## src/rtl/int_rs_age.sv

```systemverilog
// Integer reservation station with age-matrix, oldest-ready-first issue.
// Entries wake up from the CDB lanes. A same-cycle CDB hit also bypasses straight into the issue decision.
module int_rs_age #(
  parameter int DEPTH     = 8,
  parameter int CDB_WIDTH = 2,
  parameter int PRF_IDX   = 6,
  parameter int PAYLOAD_W = 64
) (
  input  logic                          clk,
  input  logic                          rst,
  input  logic                          flush,
  input  logic                          ds_valid,
  output logic                          ds_ready,
  input  logic                          ds_src1_used,
  input  logic                          ds_src2_used,
  input  logic [PRF_IDX-1:0]            ds_rs1_phy,
  input  logic [PRF_IDX-1:0]            ds_rs2_phy,
  input  logic                          ds_rs1_rdy,
  input  logic                          ds_rs2_rdy,
  input  logic [PAYLOAD_W-1:0]          ds_payload,
  input  logic [CDB_WIDTH-1:0]          cdb_valid,
  input  logic [CDB_WIDTH*PRF_IDX-1:0]  cdb_rd_phy,
  output logic                          iss_valid,
  input  logic                          iss_ready,
  output logic [PRF_IDX-1:0]            iss_rs1_phy,
  output logic [PRF_IDX-1:0]            iss_rs2_phy,
  output logic [PAYLOAD_W-1:0]          iss_payload,
  output logic [$clog2(DEPTH+1)-1:0]    occupancy
);

  localparam int OCC_W = $clog2(DEPTH+1);
  localparam int IDX_W = $clog2(DEPTH);

  logic [DEPTH-1:0]     valid_q, s1_rdy_q, s2_rdy_q;
  logic [PRF_IDX-1:0]   rs1_q [DEPTH];
  logic [PRF_IDX-1:0]   rs2_q [DEPTH];
  logic [PAYLOAD_W-1:0] pl_q  [DEPTH];
  logic [DEPTH-1:0]     older_q [DEPTH];
  logic [OCC_W-1:0]     occ_q;

  logic [DEPTH-1:0] hit1, hit2, rdy, sel;
  logic             ds_hit1, ds_hit2;
  logic [IDX_W-1:0] free_idx;
  logic             push, issue;

  always_comb begin
    hit1    = '0;
    hit2    = '0;
    ds_hit1 = 1'b0;
    ds_hit2 = 1'b0;
    for (int k = 0; k < CDB_WIDTH; k++) begin
      if (cdb_valid[k]) begin
        for (int i = 0; i < DEPTH; i++) begin
          if (cdb_rd_phy[k*PRF_IDX +: PRF_IDX] == rs1_q[i]) hit1[i] = 1'b1;
          if (cdb_rd_phy[k*PRF_IDX +: PRF_IDX] == rs2_q[i]) hit2[i] = 1'b1;
        end
        if (cdb_rd_phy[k*PRF_IDX +: PRF_IDX] == ds_rs1_phy) ds_hit1 = 1'b1;
        if (cdb_rd_phy[k*PRF_IDX +: PRF_IDX] == ds_rs2_phy) ds_hit2 = 1'b1;
      end
    end
  end

  assign rdy = valid_q & (s1_rdy_q | hit1) & (s2_rdy_q | hit2);

  // An entry is picked only when no older entry is also ready, so sel is one-hot or empty.
  always_comb begin
    sel = '0;
    for (int i = 0; i < DEPTH; i++)
      sel[i] = rdy[i] && ((older_q[i] & rdy) == '0);
  end

  always_comb begin
    free_idx = '0;
    for (int i = DEPTH-1; i >= 0; i--)
      if (!valid_q[i]) free_idx = IDX_W'(i);
  end

  always_comb begin
    iss_payload = '0;
    iss_rs1_phy = '0;
    iss_rs2_phy = '0;
    for (int i = 0; i < DEPTH; i++) begin
      if (sel[i]) begin
        iss_payload = iss_payload | pl_q[i];
        iss_rs1_phy = iss_rs1_phy | rs1_q[i];
        iss_rs2_phy = iss_rs2_phy | rs2_q[i];
      end
    end
  end

  assign ds_ready  = occ_q < OCC_W'(DEPTH);
  assign iss_valid = (|rdy) && !flush;
  assign occupancy = occ_q;
  assign push      = ds_valid && ds_ready && !flush;
  assign issue     = iss_valid && iss_ready;

  always_ff @(posedge clk) begin
    if (rst) begin
      valid_q  <= '0;
      s1_rdy_q <= '0;
      s2_rdy_q <= '0;
      occ_q    <= '0;
      for (int i = 0; i < DEPTH; i++) older_q[i] <= '0;
    end else if (flush) begin
      valid_q <= '0;
      occ_q   <= '0;
    end else begin
      for (int i = 0; i < DEPTH; i++) begin
        if (valid_q[i] && hit1[i]) s1_rdy_q[i] <= 1'b1;
        if (valid_q[i] && hit2[i]) s2_rdy_q[i] <= 1'b1;
      end
      valid_q <= issue ? (valid_q & ~sel) : valid_q;
      if (push) begin
        valid_q[free_idx]  <= 1'b1;
        s1_rdy_q[free_idx] <= !ds_src1_used || ds_rs1_rdy || ds_hit1;
        s2_rdy_q[free_idx] <= !ds_src2_used || ds_rs2_rdy || ds_hit2;
        rs1_q[free_idx]    <= ds_rs1_phy;
        rs2_q[free_idx]    <= ds_rs2_phy;
        pl_q[free_idx]     <= ds_payload;
        // Row write comes last so it wins over the column clear on the same row.
        for (int r = 0; r < DEPTH; r++) older_q[r][free_idx] <= 1'b0;
        older_q[free_idx] <= valid_q;
      end
      case ({push, issue})
        2'b10:   occ_q <= occ_q + OCC_W'(1);
        2'b01:   occ_q <= occ_q - OCC_W'(1);
        default: occ_q <= occ_q;
      endcase
    end
  end

endmodule

```

## config.mk

```make
export PLATFORM = sky130hd
export DESIGN_NAME = int_rs_age
export DESIGN_NICKNAME = d
export VERILOG_FILES = /design/src/rtl/int_rs_age.sv
export SDC_FILE = /design/constraint.sdc
export NUM_CORES = 1
export LEC_CHECK = 0
export CAP_MARGIN = 10
export CORE_ASPECT_RATIO = 0.6
export CORE_UTILIZATION = 30
export CTS_CLUSTER_SIZE = 30
export DETAILED_ROUTE_END_ITERATION = 8
export PLACE_DENSITY = 0.57
export SLEW_MARGIN = 20
export SYNTH_ARGS = -nofsm -noshare
export SYNTH_HDL_FRONTEND = slang
export SYNTH_SLANG_ARGS = --single-unit
```

## constraint.sdc

```tcl
create_clock -name clk -period 14.35 [get_ports clk]
set_input_delay 2.1525 -clock clk [delete_from_list [all_inputs] [get_ports clk]]
set_output_delay 2.1525 -clock clk [all_outputs]
set_load 0.02 [all_outputs]
```

-- Word-level counts from Yosys, hierarchy flattened
Memory sizes are Yosys's and may differ from the RTL's.
Cells that the tools add are included.
- word-level logic and storage cells: 402
- memory bits (read-only): 0
- RAM bits: 672
- output and inout port bits: 82
- register bits after elaboration: 28
- bits in latches: 0
- input bits: 99
- memories kept: 4
- memories (name ; depth ; width ; rd ports ; clocked after memory_dff ; wr ports ; RTL line ; text):
    pl_q ; 8 ; 64 ; 8 ; 0 ; 1 ; 37 ; logic [PAYLOAD_W-1:0] pl_q [DEPTH];
    older_q ; 8 ; 8 ; 8 ; 0 ; 9 ; 38 ; logic [DEPTH-1:0] older_q [DEPTH];
    rs1_q ; 8 ; 6 ; 8 ; 0 ; 1 ; 35 ; logic [PRF_IDX-1:0] rs1_q [DEPTH];
    rs2_q ; 8 ; 6 ; 8 ; 0 ; 1 ; 36 ; logic [PRF_IDX-1:0] rs2_q [DEPTH];
- add/subtract/negate cells: 2
- reductions and logical operators: 47
- bitwise gates (word level): 100
- shifts and indexed selects: 0
- div/mod/pow operators: 0
- eq/ne operators: 38
- multiplexer cells: 204
- multiply operators: 0
- magnitude comparators: 3
- operator list (cell ; count):
    2-to-1 mux 64 bit ; 8
    bitwise OR 64 bit ; 7
    equality test 6 bit ; 36
    2-to-1 mux 1 bit ; 159
    2-to-1 mux 6 bit ; 16
    bitwise AND 8 bit ; 11
    bitwise OR 6 bit ; 14
    2-to-1 mux 8 bit ; 9
    zero test 8 bit ; 8
    bitwise OR 1 bit ; 64
    logical AND 1 bit ; 29
    2-to-1 mux 3 bit ; 8
    bitwise OR 8 bit ; 3
    bitwise mux 8 bit ; 2
    NOT 8 bit ; 1
    one-hot mux 4 bit (2 select lines) ; 1
    OR reduction 8 bit ; 1
    adder 4 x 1 -> 4 bit (second input constant) ; 1
    logical OR 1 bit ; 4
    < comparator 3 x 4 -> 1 bit (second input constant) ; 1
    < comparator 4 bit (second input constant) ; 1
    subtractor 4 x 1 -> 4 bit (second input constant) ; 1
    demux 1 bit (select 3 bit) ; 1
    greater-or-equal comparator 3 x 1 -> 1 bit (second input constant) ; 1
    other kinds (5) ; 7

-- Logic depth before layout (Yosys ltp)
Gate-level depths: netlist (run 1).
- word-level depth: 26
- mapped depth: 16
- gate-level depth less buffers: 13

-- Least setup slack after synthesis (run 1)
No wires, ideal clock.
- path kind: input to register
- start: input flush
- end: memory pl_q[3][0], enable pin
- stages on the path: 6
- path buffers: 2
- library setup time: 0.697 ns
- required time: 13.653 ns
- slack: 3.444 ns
- data arrival time: 10.209 ns
- cells stage by stage: inv_1 > nand3_1 > or3_1 > clkbuf_1 > clkbuf_1 > nor4_1
- word-level cells in the longest chain between the ends: 6
- ends and longest elaborated chain (what ; RTL line ; text):
    from (decl) ; 11 ; input logic flush,
    zero test 1 bit ; 94 ; assign push = ds_valid && ds_ready && !flush;
    logical AND 1 bit ; 94 ;
    2-to-1 mux 1 bit ; 113 ; if (push) begin
    2-to-1 mux 1 bit * ; 104 ; end else if (flush) begin
    2-to-1 mux 1 bit * ; 98 ; if (rst) begin
    2-to-1 mux 1 bit (implied by the code) * ; 119 ; pl_q[free_idx] <= ds_payload;
    to (decl) ; 37 ;
Every way passes the cells marked *; elsewhere a longest branch is shown, timed or not.

-- Worst setup path after layout (run 1)
- start: input cdb_rd_phy[10]
- end: output iss_payload[41]
- word-level cells in the longest chain between the ends: 24
- elaborated cells on any way between the ends: 77
- those cells by class: eq/ne: 16; mux: 26; bitwise: 19; reduce/logical: 16
- ends and longest elaborated chain (what ; RTL line ; text):
    from (decl) ; 22 ; input logic [CDB_WIDTH*PRF_IDX-1:0] cdb_rd_phy,
    equality test 6 bit ; 54 ; if (cdb_rd_phy[k*PRF_IDX +: PRF_IDX] == rs1_q[i]) hit1[i] = 1'b1;
    2-to-1 mux 1 bit ; 54 ;
    2-to-1 mux 8 bit ; 52 ; if (cdb_valid[k]) begin
    bitwise OR 8 bit ; 63 ; assign rdy = valid_q & (s1_rdy_q | hit1) & (s2_rdy_q | hit2);
    bitwise AND 8 bit ; 63 ;
    bitwise AND 8 bit * ; 63 ;
    bitwise AND 8 bit ; 69 ; sel[i] = rdy[i] && ((older_q[i] & rdy) == '0);
    zero test 8 bit ; 69 ;
    (+8 left out) ; n/a ;
    bitwise OR 64 bit ; 84 ; iss_payload = iss_payload | pl_q[i];
    2-to-1 mux 64 bit ; 83 ; if (sel[i]) begin
    bitwise OR 64 bit ; 84 ;
    2-to-1 mux 64 bit ; 83 ;
    bitwise OR 64 bit ; 84 ;
    2-to-1 mux 64 bit ; 83 ;
    bitwise OR 64 bit ; 84 ;
    2-to-1 mux 64 bit * ; 83 ;
    to (decl) ; 27 ; output logic [PAYLOAD_W-1:0] iss_payload,
Marked as above.

==> metrics.csv, run 1 <==
metric,value,unit
hold_buf cts,0,
"Slew Viols, Final",0,
clk sinks,700,
largest net degree at the start of global routing,71,
main flop type after synthesis,edfxtp_1,
Resized cells post-CTS,0,
"Buf+Inv Stages, Crit Path",4,
Num CTS Buffers,73,
Rows,88,
crit-path leading delay family,buffers and inverters,
max_cap viols,0,
area grow syn2layout,18.2,%
post-DP HPWL,56400,µm
CP Capture Type,primary output,
Worst Setup Start Kind,input port,
Static Leak,10.4,nW
H-tree depth,3,
Die X,404,µm
reg2reg end,rs1_q[1][2]$_DFFE_PP_,
crit-path max FO,45,
cell taking the most area after synthesis,edfxtp_1,
Cells after Synth,1900,
Layout Nets,2185,
"reg-to-reg slack, setup",9.47,ns
switching share of power,21.5,%
Post-Syn Area,0.0291,mm²
Initial DRT Pass Iterations,5,
launching point of the worst reg2reg path,valid_q[2]$_SDFF_PP0_,
RePlAce Congestion,0.922,
number of global-route vias before repair,18200,
worst hold path type,flop to flop,
syn_area_per_cell,15.3,µm²
Die Area,0.0983,mm²
# fillers,9017,
vias per std cell,5.36,
Root Driver,clkbuf_16,
Worst Hold Depth,2,
Switch Pwr,916,µW
# Post-CTS Setup Buffers,0,
critical path class,input port to primary output,
Sequential Power Share,53.1,%
First DRT Iteration DRCs,2281,
CTS tree,yes,
WL/cell,27.0,µm
Hold Path End,s1_rdy_q[3]$_SDFFE_PP0N_,
remaining antenna violation count after routing,0,
cell area power density,124,mW/mm²
RSZ-0062 raised after global routing,false,
Max Root-Sink Buffers,3,
Initial Utilization,30.3,%
achievable frequency,106,MHz
Slew @ Worst Pin,1.08,ns
Total Wirelength,93000,µm
Vias,18500,
Synth area leaders,"edfxtp_1 (69%), a22oi_1 (8.1%), xnor2_1 (5.9%), nand4_1 (2.4%), dfxtp_1 (1.9%)",
Post-synth ARST share,0,%
Gate power share,3.5,%
post-synth top area share,69.3,%
fin crit period,9.40,ns
Commonest cells post-synth,"edfxtp_1 (672), a22oi_1 (316), xnor2_1 (195)",
post-synthesis sequential area ratio,71.2,%
Post-synth EDFFs,672,
clk_skew,0.0200,ns
Yosys reg bits,700,
"Non-Filler Cell Area, Final",0.0344,mm²
core area,0.0961,mm²
yosys warns,0,
Die Y,243,µm
"count leader, synth",edfxtp_1,
maximum VDD drop,0.0779,mV
Worst Path Arrival,7.24,ns
Final period util,65.5,%
DR DRC count,0,
Slew headroom,27.6,%
Worst EP required,12.20,ns
GRT Residual Overflow,0,
Ports,181,
first-pass GRT wire length,132000,µm
area post-placement,0.0321,mm²
setup_tns,0,ns
synth unique cells,66,
status,completed,
Final setup viols,0,
Slowest cell on crit path,and4_4,
initial antenna violation count,19,
Int Pwr,3.34,mW
"Hold Violations, Final",0,
"Clk Latency, worst-skew pair",0.63,ns
CP max stage delay,0.77,ns
critical-path cell list,"clkdlybuf4s50_1, buf_4, xnor2_1, nand4_1, o221ai_1, o21ai_0, a211oi_1, and4_4, buf_4, a22oi_1, nand4_1, clkdlybuf4s50_1",
buffers added on ports,180,
layout cells sized above 1,9.39,%
reg2reg path depth,8,
hold path startpoint,s1_rdy_q[3]$_SDFFE_PP0N_,
Clock power frac,43.4,%
"CTS clk-pin slew, worst paths",0.06,ns
GR Util All Layers,18.5,%
[worst reg2reg max path, delay by kind of cell, from the launching register on]
kind | cells | cell delay, ns
and+or+nand+nor | 5 | 1.56
buffers and inverters | 2 | 1.31
DFF | 1 | 0.83
AOI/OAI and AO/OA | 1 | 0.71
[power by group through the flow]
stage,clock (mW),sequential [mW],combinational [mW]
2_1_floorplan,0,2.30,0.0792
3_3_place_gp,0,2.31,0.145
3_5_place_dp,0,2.31,0.148
4_1_cts,1.88,2.26,0.149
5_1_grt,1.95,2.26,0.160
6_report,1.85,2.26,0.150
[cells by family (layout without fill, tap and decap cells)]
logic type | Yosys count | after routing | synth area share [%]
AO/OA/AOI/OAI | 445 | 445 | 11.7
buffers and inverters | 156 | 390 | 3.42
AND/OR/NAND/NOR | 375 | 375 | 6.83
XOR/XNOR | 219 | 219 | 6.64
other | 1 | 9 | 0.0129
flip-flops | 700 | 700 | 71.2
adder cells (fa/ha/maj) | 4 | 4 | 0.198
[how the worst max path moves through the flow]
| stage | startpoint | end | slack (ns) | cells after the start |
|---|---|---|---|---|
| 2_1_floorplan | flush | pl_q[3][0]$_DFFE_PP_ | 3.44 | 6 |
| 3_3_place_gp | cdb_rd_phy[3] | iss_rs1_phy[5] | 4.91 | 13 |
| 3_5_place_dp | cdb_rd_phy[5] | iss_rs1_phy[5] | 4.93 | 13 |
| 4_1_cts | cdb_rd_phy[5] | iss_rs1_phy[5] | 4.91 | 13 |
| 5_1_grt | cdb_rd_phy[11] | iss_payload[41] | 4.77 | 12 |
| 6_report | cdb_rd_phy[10] | iss_payload[41] | 4.95 | 12 |
[routing by layer]
metal | wire length [µm] | GRT usage (%) | vias to the layer above | part of all wire (%)
met5 | 136 | 0 | - | 0.15
met4 | 1500 | 3.95 | 20 | 1.6
met3 | 8930 | 5.23 | 147 | 9.6
met2 | 39000 | 26.1 | 845 | 42
met1 | 43500 | 27.9 | 9580 | 47
li1 | - | - | 7900 | -
[registers in the layout, summed over array words and instances, names as in the netlist]
| register | flops |
|---|---|
| older_q | 64 |
| pl_q | 512 |
| occupancy | 4 |
| valid_q | 8 |
| s1_rdy_q | 8 |
| rs2_q | 48 |
| rs1_q | 48 |
| s2_rdy_q | 8 |
[cell usage in the layout, fill, tap and decap left out, types with 4 or more instances in the layout]
master	n
o21a_4	4
nand4_1	111
a22oi_1	316
edfxtp_1	672
o21a_1	6
a22o_1	8
o41ai_2	4
clkbuf_1	16
dfxtp_1	28
conb_1	7
nor3_1	37
o211ai_1	6
and3_1	5
clkbuf_16	74
buf_4	47
nand2_1	77
nor4_1	13
a21o_1	5
clkinv_2	14
nand3_1	24
nor2_4	6
clkinvlp_4	6
a21oi_1	26
o221ai_1	5
a211oi_1	15
xor2_1	22
o22ai_1	9
bufinv_16	4
nand2b_1	8
clkinv_1	13
inv_1	29
a311oi_1	4
o21ai_0	15
nor2_1	65
clkdlybuf4s50_1	178
and4_4	5
xnor2_1	195
[layout make-up]
| type | instances | area, µm² | share of cell area, % |
|---|---|---|---|
| Inverter | 30 | 113 | 0.327 |
| Clock inverter | 43 | 409 | 1.19 |
| Tap cell | 1305 | 1630 | 4.74 |
| Antenna cell | 2 | 5.00 | 0.0145 |
| Timing Repair Buffer | 227 | 2140 | 6.23 |
| Clock buffer | 90 | 1910 | 5.55 |
| Sequential cell | 700 | 20700 | 60.2 |
| Multi-Input combinational cell | 1050 | 7470 | 21.7 |
[through the flow]
step                std cells  power [mW]  hold WS, ns  util, %  setup slack (ns)
global route             3446        4.37        0.532     35.8              4.77
floorplan                1906        2.38        0.452        -              3.44
global placement         3312        2.45        0.475     33.4              4.91
CTS                      3445        4.29        0.482     35.8              4.91
finish                   3447        4.26        0.483     35.8              4.95
detailed placement       3312        2.45        0.474     33.4              4.93
Note: power is estimated with default switching activity, not from simulation.
==> run 2, diff against run 1 <==
Clock period 14.35 ns to 9.4 ns, I/O delays scaled along.
==> metrics.csv, run 2 (synthesized netlist as in run 1, its figures left out) <==
metric,value,unit,change
cell area power density,186,mW/mm²,+51%
number of global-route vias before repair,18200,,+0.19%
Total Wirelength,91300,µm,-1.8%
Die X,404,µm,unchanged
first-pass GRT wire length,131000,µm,-1.1%
Ports,181,,unchanged
GRT Residual Overflow,0,,unchanged
"Clk Latency, worst-skew pair",0.65,ns,+0.02 ns
Layout Nets,2184,,-0.046%
Vias,18400,,-0.27%
maximum VDD drop,0.184,mV,+140%
# Post-CTS Setup Buffers,0,,unchanged
Initial DRT Pass Iterations,6,,+1
"CTS clk-pin slew, worst paths",0.06,ns,about the same
Slowest cell on crit path,clkdlybuf4s50_1,,
H-tree depth,3,,unchanged
GR Util met2,26.5,%,+0.47 points
"most common cell after layout, fill and taps aside",edfxtp_1,,
Worst Path Arrival,6.55,ns,-0.69 ns
fin crit period,7.96,ns,
Worst Setup Start Kind,input port,,
core area,0.0961,mm²,unchanged
Worst Hold Depth,2,,unchanged
Root Driver,clkbuf_16,,
GR Layer Usage met3,5.30,%,+0.072 points
Resized cells post-CTS,0,,unchanged
most frequent cells in the layout,"edfxtp_1 (672), a22oi_1 (316), xnor2_1 (195)",,
critical path class,input port to primary output,,
largest net degree at the start of global routing,78,,+9.9%
critical-path cell list,"clkdlybuf4s50_1, buf_4, xnor2_1, nand4_1, o221ai_1, o21a_1, nand2b_1, a2111oi_4, buf_12, a22oi_1, nand4_1, clkdlybuf4s50_1",,
"reg-to-reg slack, setup",4.71,ns,-4.76 ns
setup_tns,0,ns,unchanged
Die Y,243,µm,unchanged
Worst EP required,7.99,ns,-4.21 ns
launching point of the worst reg2reg path,valid_q[3]$_SDFF_PP0_,,
Final setup viols,0,,unchanged
RePlAce Congestion,0.955,,+3.6%
WL/cell,26.5,µm,-1.7%
GR Util All Layers,18.3,%,-0.19 points
crit-path max FO,77,,+71%
First DRT Iteration DRCs,2232,,-2.1%
Die Area,0.0983,mm²,unchanged
layout cells sized above 1,9.41,%,+0.022 points
RSZ-0062 raised after global routing,false,,
Largest regs,"pl_q (512), older_q (64)",,
Slew headroom,29.4,%,+1.8 points
Final period util,84.7,%,
GRT busiest layer,met1,,
clk sinks,700,,unchanged
buffers added on ports,180,,unchanged
max_cap viols,0,,unchanged
Slew @ Worst Pin,1.05,ns,-0.0273 ns
remaining antenna violation count after routing,0,,unchanged
Num CTS Buffers,69,,-5.5%
initial antenna violation count,9,,-10
status,completed,,
"Slew Viols, Final",0,,unchanged
area grow syn2layout,18.2,%,about the same
area post-placement,0.0322,mm²,+0.39%
vias per std cell,5.36,,-0.13%
worst hold path type,flop to flop,,
achievable frequency,126,MHz,
CP Capture Type,primary output,,
clk_skew,0.0374,ns,+0.0174 ns
Max Root-Sink Buffers,3,,unchanged
hold path startpoint,s1_rdy_q[3]$_SDFFE_PP0N_,,
"Hold Violations, Final",0,,unchanged
flip-flop count of the largest register after layout,512,,unchanged
Rows,88,,unchanged
DR DRC count,0,,unchanged
CP max stage delay,1.04,ns,+0.27 ns
"Non-Filler Cell Area, Final",0.0344,mm²,about the same
Largest Register,pl_q,,
reg2reg end,pl_q[0][19]$_DFFE_PP_,,
Hold Path End,s1_rdy_q[3]$_SDFFE_PP0N_,,
reg2reg path depth,8,,unchanged
hold_buf cts,0,,unchanged
CTS tree,yes,,
Static Leak,10.3,nW,-0.28%
post-DP HPWL,55100,µm,-2.3%
Initial Utilization,30.3,%,unchanged
GR Layer Usage met1,26.6,%,-1.3 points
run 2: changes by cell type in the layout (fill, tap and decap cells not counted), sizes merged:
cell	delta
bufinv	-1
inv	+2
clkdlybuf4s50	-1
buf	+4
clkinv	-8
clkinvlp	-3
clkbuf	+2
run 2: power breakdown:
part / switching (mW) / internal [mW] / leakage, nW
Sequential: 0.0122 / 3.44 / 6.36
Clock: 1.21 / 1.52 / 1.06
Combinational: 0.144 / 0.0851 / 2.90
run 2: stage by stage:
step           hold slack [ns]  instances  setup WS [ns]  power [mW]  util, %
6_report                 0.481       3442           1.44        6.41     35.8
5_1_grt                  0.528       3441           1.35        6.60     35.8
4_1_cts                  0.487       3440           1.53        6.48     35.8
3_5_place_dp             0.477       3315           1.55        3.75     33.5
3_3_place_gp             0.486       3315           1.49        3.74     33.5
2_1_floorplan            0.452       1906           1.34        3.64        -
run 2: worst max path at each step:
stage / startpoint / endpoint / slack, ns / cells after the start
after global placement: cdb_rd_phy[0] / iss_rs2_phy[5] / 1.49 / 12
after global routing: cdb_rd_phy[0] / iss_rs2_phy[5] / 1.35 / 12
after floorplan: flush / pl_q[2][0]$_DFFE_PP_ / 1.34 / 6
after CTS: cdb_rd_phy[0] / iss_rs2_phy[5] / 1.53 / 12
after detailed placement: cdb_rd_phy[0] / iss_rs2_phy[5] / 1.55 / 12
final: cdb_rd_phy[0] / iss_rs2_phy[4] / 1.44 / 12
run 2: cell type report:
type	instances	area [µm²]
diodes	2	5.00
fillers	9087	61700
multi-input cells	1050	7490
clock buffers	92	1900
clock inverters	33	277
flip-flops and latches	700	20700
well taps	1305	1630
repair buffers	230	2250
inverters	30	113
run 2: metal layers:
| layer | wire, µm | up-vias |
|---|---|---|
| met5 | 54 | - |
| met2 | 39100 | 917 |
| met1 | 41300 | 9499 |
| met3 | 8970 | 122 |
| met4 | 1890 | 8 |
| li1 | - | 7896 |
run 2: worst max-delay path: cells and delay by family:
kind	cells	cell delay [ns]
AO/OA/AOI/OAI	4	1.84
AND/OR/NAND/NOR	3	0.57
buffers and inverters	4	2.52
XOR/XNOR	1	0.14
